===== config.mk =====
export PLATFORM = sky130hd
export DESIGN_NAME = uart_ctrl_host
export DESIGN_NICKNAME = d
export VERILOG_FILES = /design/src/rtl/uart_ctrl_host.sv
export SDC_FILE = /design/constraint.sdc
export NUM_CORES = 1
export LEC_CHECK = 0
export ABC_AREA = 1
export CORE_MARGIN = 1.5
export CORE_UTILIZATION = 25
export DETAILED_ROUTE_END_ITERATION = 12
export PLACE_DENSITY = 0.52
export SYNTH_ARGS = -nofsm -noshare
export SYNTH_HDL_FRONTEND = slang
export SYNTH_SLANG_ARGS = --single-unit

===== constraint.sdc =====
create_clock -name clk -period 2.6 [get_ports clk]
set_input_delay 0.39 -clock clk [delete_from_list [all_inputs] [get_ports clk]]
set_output_delay 0.39 -clock clk [all_outputs]
set_load 0.01 [all_outputs]

===== src/rtl/uart_ctrl_host.sv =====
// uart_ctrl_host: host-side sequencer for the 4-bit control / tx_data / rx_data
// pin interface of the UART peripheral. Turns a valid/ready command stream into
// single-cycle ren_wen pulses, returns READ data, and models TX FIFO occupancy
// with a credit counter refilled by a byte-time drain timer.
module uart_ctrl_host #(
  parameter int unsigned TX_DEPTH   = 8,
  parameter int unsigned BIT_MARGIN = 11
) (
  input  logic       clk,
  input  logic       nReset,
  input  logic       cmd_valid,
  output logic       cmd_ready,
  input  logic [1:0] cmd_op,
  input  logic [7:0] cmd_wdata,
  output logic       rsp_valid,
  output logic [7:0] rsp_data,
  input  logic [1:0] cfg_rate,
  input  logic       uart_cts,
  output logic [3:0] tx_credits,
  output logic [3:0] uart_control,
  output logic [7:0] uart_tx_data,
  input  logic [7:0] uart_rx_data
);

  localparam logic [3:0] CRED_MAX = 4'(TX_DEPTH);

  typedef enum logic [1:0] {
    ST_IDLE   = 2'd0,
    ST_ASSERT = 2'd1,
    ST_WAIT   = 2'd2
  } state_e;

  typedef enum logic [1:0] {
    OP_NOP   = 2'd0,
    OP_WRITE = 2'd1,
    OP_READ  = 2'd2,
    OP_CLEAR = 2'd3
  } op_e;

  state_e      state_q, state_d;
  op_e         op_q, op_d;
  logic [1:0]  ren_wen_q, ren_wen_d;
  logic [1:0]  rate_q, rate_d;
  logic [7:0]  tx_data_q, tx_data_d;
  logic        rsp_valid_q, rsp_valid_d;
  logic [7:0]  rsp_data_q, rsp_data_d;
  logic [3:0]  credits_q, credits_d;
  logic [15:0] timer_q, timer_d;

  op_e         op_in;
  logic        accept;
  logic        issue;
  logic        wr_acc;
  logic        clr_acc;
  logic [15:0] rate_div;
  logic [31:0] byte_cyc;
  logic        drain_run;
  logic        tc;

  assign op_in = op_e'(cmd_op);

  // cmd_ready is decoded from registered state/credits plus the offered opcode,
  // so a WRITE with no credits stalls while other ops still pass.
  assign cmd_ready = (state_q != ST_ASSERT) &&
                     !((op_in == OP_WRITE) && (credits_q == '0));
  assign accept    = cmd_valid && cmd_ready;
  assign issue     = accept && (op_in != OP_NOP);
  assign wr_acc    = accept && (op_in == OP_WRITE);
  assign clr_acc   = accept && (op_in == OP_CLEAR);

  assign uart_control = {ren_wen_q, rate_q};
  assign uart_tx_data = tx_data_q;
  assign rsp_valid    = rsp_valid_q;
  assign rsp_data     = rsp_data_q;
  assign tx_credits   = credits_q;

  // Bit-time divisor for the active rate and the resulting per-byte drain time.
  always_comb begin
    rate_div = 16'd5207;
    case (rate_q)
      2'b00: rate_div = 16'd5207;
      2'b01: rate_div = 16'd2604;
      2'b10: rate_div = 16'd1302;
      2'b11: rate_div = 16'd434;
    endcase
    byte_cyc = BIT_MARGIN * {16'd0, rate_div};
  end

  assign drain_run = (credits_q < CRED_MAX) && uart_cts;
  assign tc        = drain_run && (({16'd0, timer_q} + 32'd1) == byte_cyc);

  // Command sequencer: IDLE -> ASSERT (one-cycle ren_wen) -> WAIT -> IDLE/ASSERT.
  always_comb begin
    state_d     = state_q;
    op_d        = op_q;
    ren_wen_d   = 2'b00;
    tx_data_d   = tx_data_q;
    rsp_valid_d = 1'b0;
    rsp_data_d  = rsp_data_q;
    case (state_q)
      ST_IDLE: begin
        if (issue) state_d = ST_ASSERT;
      end
      ST_ASSERT: begin
        state_d = ST_WAIT;
      end
      ST_WAIT: begin
        // The peripheral has acted on the READ by now; capture its rx pins.
        if (op_q == OP_READ) begin
          rsp_valid_d = 1'b1;
          rsp_data_d  = uart_rx_data;
        end
        state_d = issue ? ST_ASSERT : ST_IDLE;
      end
      default: begin
        state_d = ST_IDLE;
      end
    endcase
    if (issue) begin
      op_d      = op_in;
      ren_wen_d = cmd_op;
      tx_data_d = (op_in == OP_WRITE) ? cmd_wdata : 8'h00;
    end
  end

  // Credit accounting, drain timer and rate latch.
  always_comb begin
    credits_d = credits_q;
    timer_d   = timer_q;
    rate_d    = rate_q;
    if (clr_acc) begin
      credits_d = CRED_MAX;
      timer_d   = '0;
    end else begin
      if (tc)             timer_d = '0;
      else if (drain_run) timer_d = timer_q + 16'd1;
      // A returned credit and a consumed credit on the same edge cancel out.
      case ({tc, wr_acc})
        2'b10:   credits_d = credits_q + 4'd1;
        2'b01:   credits_d = credits_q - 4'd1;
        default: credits_d = credits_q;
      endcase
    end
    // Rate may only change once the peripheral TX FIFO has fully drained.
    if ((state_q == ST_IDLE) && (credits_q == CRED_MAX)) rate_d = cfg_rate;
  end

  // State and output registers with asynchronous active-low reset.
  always_ff @(posedge clk or negedge nReset) begin
    if (!nReset) begin
      state_q     <= ST_IDLE;
      op_q        <= OP_NOP;
      ren_wen_q   <= '0;
      rate_q      <= '0;
      tx_data_q   <= '0;
      rsp_valid_q <= 1'b0;
      rsp_data_q  <= '0;
      credits_q   <= CRED_MAX;
      timer_q     <= '0;
    end else begin
      state_q     <= state_d;
      op_q        <= op_d;
      ren_wen_q   <= ren_wen_d;
      rate_q      <= rate_d;
      tx_data_q   <= tx_data_d;
      rsp_valid_q <= rsp_valid_d;
      rsp_data_q  <= rsp_data_d;
      credits_q   <= credits_d;
      timer_q     <= timer_d;
    end
  end

endmodule

==> metrics.txt <==
# TYPE chip_impl_metric gauge
chip_impl_metric{name="cp_max_fo",unit=""} 5
chip_impl_metric{name="timing_max_transition_violations_final",unit=""} 0
chip_impl_metric{name="post_synth_inst_count",unit=""} 375
chip_impl_info{name="critical-path-slowest-cell",value="dfrtp_2"} 1
chip_impl_metric{name="grt_start_max_net_pins",unit=""} 25
chip_impl_metric{name="portBuffers",unit=""} 49
chip_impl_metric{name="post_synth_instance_area",unit="sq um"} 2750
chip_impl_metric{name="fin_nets",unit=""} 520
chip_impl_metric{name="switching_portion_of_total_power",unit="%"} 40.8
chip_impl_metric{name="area_growth",unit="%"} 48.5
chip_impl_metric{name="clock_sinks",unit=""} 45
chip_impl_metric{name="post-route-min-period",unit="ps"} 2670
chip_impl_metric{name="antenna_fix_cells",unit=""} 0
chip_impl_metric{name="max_cap_viol_count",unit=""} 0
chip_impl_metric{name="top_level_ports",unit=""} 50
chip_impl_metric{name="h-tree-depth",unit=""} 2
chip_impl_metric{name="drt-initial-drc-count",unit=""} 106
chip_impl_info{name="synthMostInstantiatedCell",value="nand2_1"} 1
chip_impl_metric{name="grt_antenna_before_repair",unit=""} 0
chip_impl_metric{name="final.setup_skew",unit="ps"} 9.49
chip_impl_metric{name="number_of_enable_flip_flop_cells_after_synthesis",unit=""} 0
chip_impl_metric{name="worstPathRequired",unit="ps"} 2840
chip_impl_metric{name="post_synth_mux_area_share",unit="%"} 0
chip_impl_metric{name="core_area",unit="sq um"} 10800
chip_impl_metric{name="drc_errors",unit=""} 0
chip_impl_info{name="cell_accounting_for_the_most_synthesized_area",value="dfrtp_1"} 1
chip_impl_info{name="outcome",value="finished with violations"} 1
chip_impl_metric{name="grt_util_all_layers",unit="%"} 14.5
chip_impl_metric{name="yosysWarningCount",unit=""} 0
chip_impl_info{name="critical_path.startpoint_type",value="register"} 1
chip_impl_metric{name="worstSkewPairLatency",unit="ps"} 300
chip_impl_metric{name="fraction_of_registers_with_async_set_or_reset_after_synthesis",unit="%"} 100
chip_impl_metric{name="placementRows",unit=""} 38
chip_impl_metric{name="floorplan.initialDensity",unit="%"} 25.5
chip_impl_metric{name="number_of_search_and_repair_iterations_in_the_first_detailed_routing_pass",unit=""} 4
chip_impl_info{name="cp_cell_sequence",value="inv_4 -> ha_4 -> inv_4 -> ha_4 -> nand4_1 -> inv_1 -> nor2_2 -> nor2_1 -> nor2_1 -> nand2_2 -> nor2_2 -> nand3_2 -> nand2_2 -> inv_4 -> ha_4 -> nand3_2 -> nand2_2 -> xor2_2 -> nand4_1 -> nand2_1 -> nand2_1 -> nand2_1"} 1
chip_impl_metric{name="drive_above_1_share",unit="%"} 22.6
chip_impl_metric{name="hold_slack",unit="ps"} 71.4
chip_impl_metric{name="vias_per_cell",unit=""} 4.47
chip_impl_metric{name="relSlewSlack",unit="%"} 61.4
chip_impl_metric{name="final_antenna_net_count",unit=""} 0
chip_impl_info{name="violations",value="negative setup slack"} 1
chip_impl_metric{name="worst_slack",unit="ps"} -69.4
chip_impl_metric{name="timing.critical_path.arrival",unit="ps"} 2910
chip_impl_metric{name="wire_length_of_the_first_global_routing_pass",unit="mm"} 13.3
chip_impl_metric{name="die_area",unit="sq um"} 11600
chip_impl_metric{name="syn_nets",unit=""} 413
chip_impl_metric{name="totalNegativeSetupSlack",unit="ps"} -163
chip_impl_metric{name="synth_cell_type_count",unit=""} 32
chip_impl_info{name="worstHoldPathType",value="input port to async pin"} 1
chip_impl_info{name="yosys-top-cells-area",value="dfrtp_1, nand2_1, nand3_1"} 1
chip_impl_metric{name="dieHeight",unit="um"} 108
chip_impl_info{name="cp-end-kind",value="register"} 1
chip_impl_metric{name="ys_seq_area_share",unit="%"} 41.0
chip_impl_metric{name="cp_peak_stage_delay",unit="ps"} 440
chip_impl_metric{name="detailroute.via_count",unit=""} 2783
chip_impl_metric{name="pre_cts_slack",unit="ps"} -123
chip_impl_info{name="cts_tree",value="built"} 1
chip_impl_metric{name="grt_overflow_total",unit=""} 0
chip_impl_metric{name="dp.final_hpwl",unit="mm"} 5.86
chip_impl_metric{name="clkTransAtPathRegs",unit="ps"} 90
chip_impl_metric{name="peakVddDrop",unit="mV"} 0.420
chip_impl_metric{name="cts_buffer_depth",unit=""} 2
chip_impl_metric{name="first_global_vias",unit=""} 2833
chip_impl_metric{name="ys_ff_latch",unit=""} 45
chip_impl_metric{name="routed_wirelength",unit="mm"} 7.71
chip_impl_metric{name="die_w",unit="um"} 108
chip_impl_metric{name="finalWeightedCongestion",unit=""} 0.854
chip_impl_metric{name="fillers",unit=""} 1110
chip_impl_info{name="clock-root-buffer",value="clkbuf_8"} 1
chip_impl_metric{name="power_leakage",unit="nW"} 1.97
chip_impl_metric{name="post_synth_fa_ha_maj_area_fraction",unit="%"} 6.64
chip_impl_metric{name="hold_viol_final",unit=""} 0
chip_impl_metric{name="internal_power",unit="mW"} 2.33
chip_impl_metric{name="p_switching",unit="mW"} 1.60
chip_impl_info{name="path_class",value="register to register"} 1
chip_impl_metric{name="drt-wirelength-per-cell",unit="um"} 12.4
chip_impl_metric{name="p_comb_share",unit="%"} 56.4
chip_impl_info{name="setup_repair_after_global_routing_missed_its_margin",value="yes"} 1
chip_impl_metric{name="seq_power_share",unit="%"} 29.6
chip_impl_metric{name="max_clock_freq",unit="GHz"} 0.375
chip_impl_info{name="dominant_combinational_cell_family_by_area_after_synthesis",value="simple AND/OR/NAND/NOR gates"} 1
chip_impl_metric{name="synth_compound_area_share",unit="%"} 7.19
chip_impl_metric{name="clock_group_share_of_total_power",unit="%"} 13.9
chip_impl_metric{name="post-route-period-util",unit="%"} 103
chip_impl_metric{name="netlist.area_leader.share",unit="%"} 40.0
chip_impl_metric{name="yosys.area_share.simple",unit="%"} 35.5
chip_impl_info{name="post_synth_most_frequent_cells",value="nand2_1, inv_1, dfrtp_1"} 1
chip_impl_metric{name="synth_area_per_cell",unit="sq um"} 7.33
chip_impl_metric{name="report.power.total",unit="mW"} 3.93
chip_impl_metric{name="max_slew.worst_pin.slew",unit="ps"} 579
chip_impl_info{name="synth_ff_type",value="dfrtp_1"} 1
chip_impl_metric{name="number_of_buffers_created_by_cts",unit=""} 5
chip_impl_metric{name="xor_xnor_fraction_of_synth_area",unit="%"} 1.59
chip_impl_metric{name="power_per_cell_area",unit="nW/um^2"} 962
chip_impl_metric{name="timing.final.setup_violations",unit=""} 3
==> worst max-delay path, delay by kind of cell, from the launching register on <==
kind | cells | cell delay (ps)
AND/OR/NAND/NOR | 14 | 1180
adder cells (fa/ha/maj) | 3 | 560
flip-flops | 1 | 440
buffers and inverters | 4 | 240
XOR/XNOR | 1 | 160
==> power by group through the flow <==
stage               combinational, mW  sequential (mW)  clock [mW]
finish                           2.22             1.16       0.548
global route                     2.47             1.20       0.597
CTS                              2.13             1.16       0.566
detailed placement               2.05             1.16           0
global placement                 2.03             1.15           0
floorplan                        1.05             1.22           0
==> per-layer routing <==
layer | vias up | share of wire [%] | GRT usage (%)
met4 | 0 | 1.6 | 4.14
met1 | 1288 | 48 | 19.0
met5 | - | 0 | 0
met3 | 12 | 4.3 | 3.03
li1 | 1418 | - | -
met2 | 65 | 46 | 24.2
==> cell type report <==
| cell class | instances | area, sq um | area share [%] |
|---|---|---|---|
| Multi-Input combinational cell | 275 | 1570 | 38.5 |
| Sequential cell | 45 | 1130 | 27.7 |
| Timing Repair Buffer | 103 | 891 | 21.8 |
| Inverter | 52 | 203 | 4.96 |
| Tap cell | 140 | 175 | 4.29 |
| Clock buffer | 6 | 72.6 | 1.78 |
| Clock inverter | 2 | 38.8 | 0.950 |
==> cell families after synthesis <==
family          after synthesis
xor+xnor                      5
flops                        45
fa+ha+maj                    14
buf+inv                      56
simple gates                225
compound gates               30
==> state kept, by name, indices dropped and copies added, names as in the netlist <==
| name | count |
|---|---|
| rsp_data | 8 |
| state_q | 2 |
| uart_tx_data | 8 |
| ren_wen_q | 2 |
| rsp_valid | 1 |
| rate_q | 2 |
| timer_q | 16 |
| tx_credits | 4 |
| op_q | 2 |
==> worst paths after layout <==
path	to	from	slack, ps	cells after the start
worst max-delay path	tx_credits[3]$_DFFE_PN1P_	rate_q[0]$_DFFE_PN0P_	-70	22
worst min-delay path	rsp_data[6]$_DFFE_PN0P_	nReset	70	1
worst max register to register	tx_credits[3]$_DFFE_PN1P_	rate_q[0]$_DFFE_PN0P_	-70	22
worst min register to register	state_q[0]$_DFFE_PN0P_	state_q[0]$_DFFE_PN0P_	470	1
max in group asynchronous	rate_q[0]$_DFFE_PN0P_	nReset	1790	2
min in group clk	state_q[0]$_DFFE_PN0P_	state_q[0]$_DFFE_PN0P_	470	1
==> per-stage QoR <==
stage          cell area, sq um  util (%)  cells
4_1_cts                    3990      37.0    619
5_1_grt                    4080      37.8    623
2_1_floorplan              2820         -    375
3_5_place_dp               3780      35.0    604
3_3_place_gp               3780      35.0    604
6_report                   4080      37.8    623
==> repair_timing <==
| action | 4_1_cts | 5_1_grt |
|---|---|---|
| hold buffers | 0 | 0 |
| setup endpoints to repair | 2 | 4 |
| pin swaps | 15 | 14 |
| gates cloned | 1 | 0 |
| gates resized for setup | 12 | 14 |
| setup buffers | 8 | 8 |
==> cell usage in the layout (no fill, tap or decap), types with 8 or more instances in the layout <==
cell             synthesis  final
buf_4                    1     54
clkdlybuf4s50_1          0     48
inv_1                   47     41
a22o_1                   8      8
o22ai_1                 11     11
nand4_1                 10     10
nand2_1                131    125
nand3_1                 38     35
nor2_1                  30     25
dfrtp_1                 44     42
(Power assumes the default switching activity.)
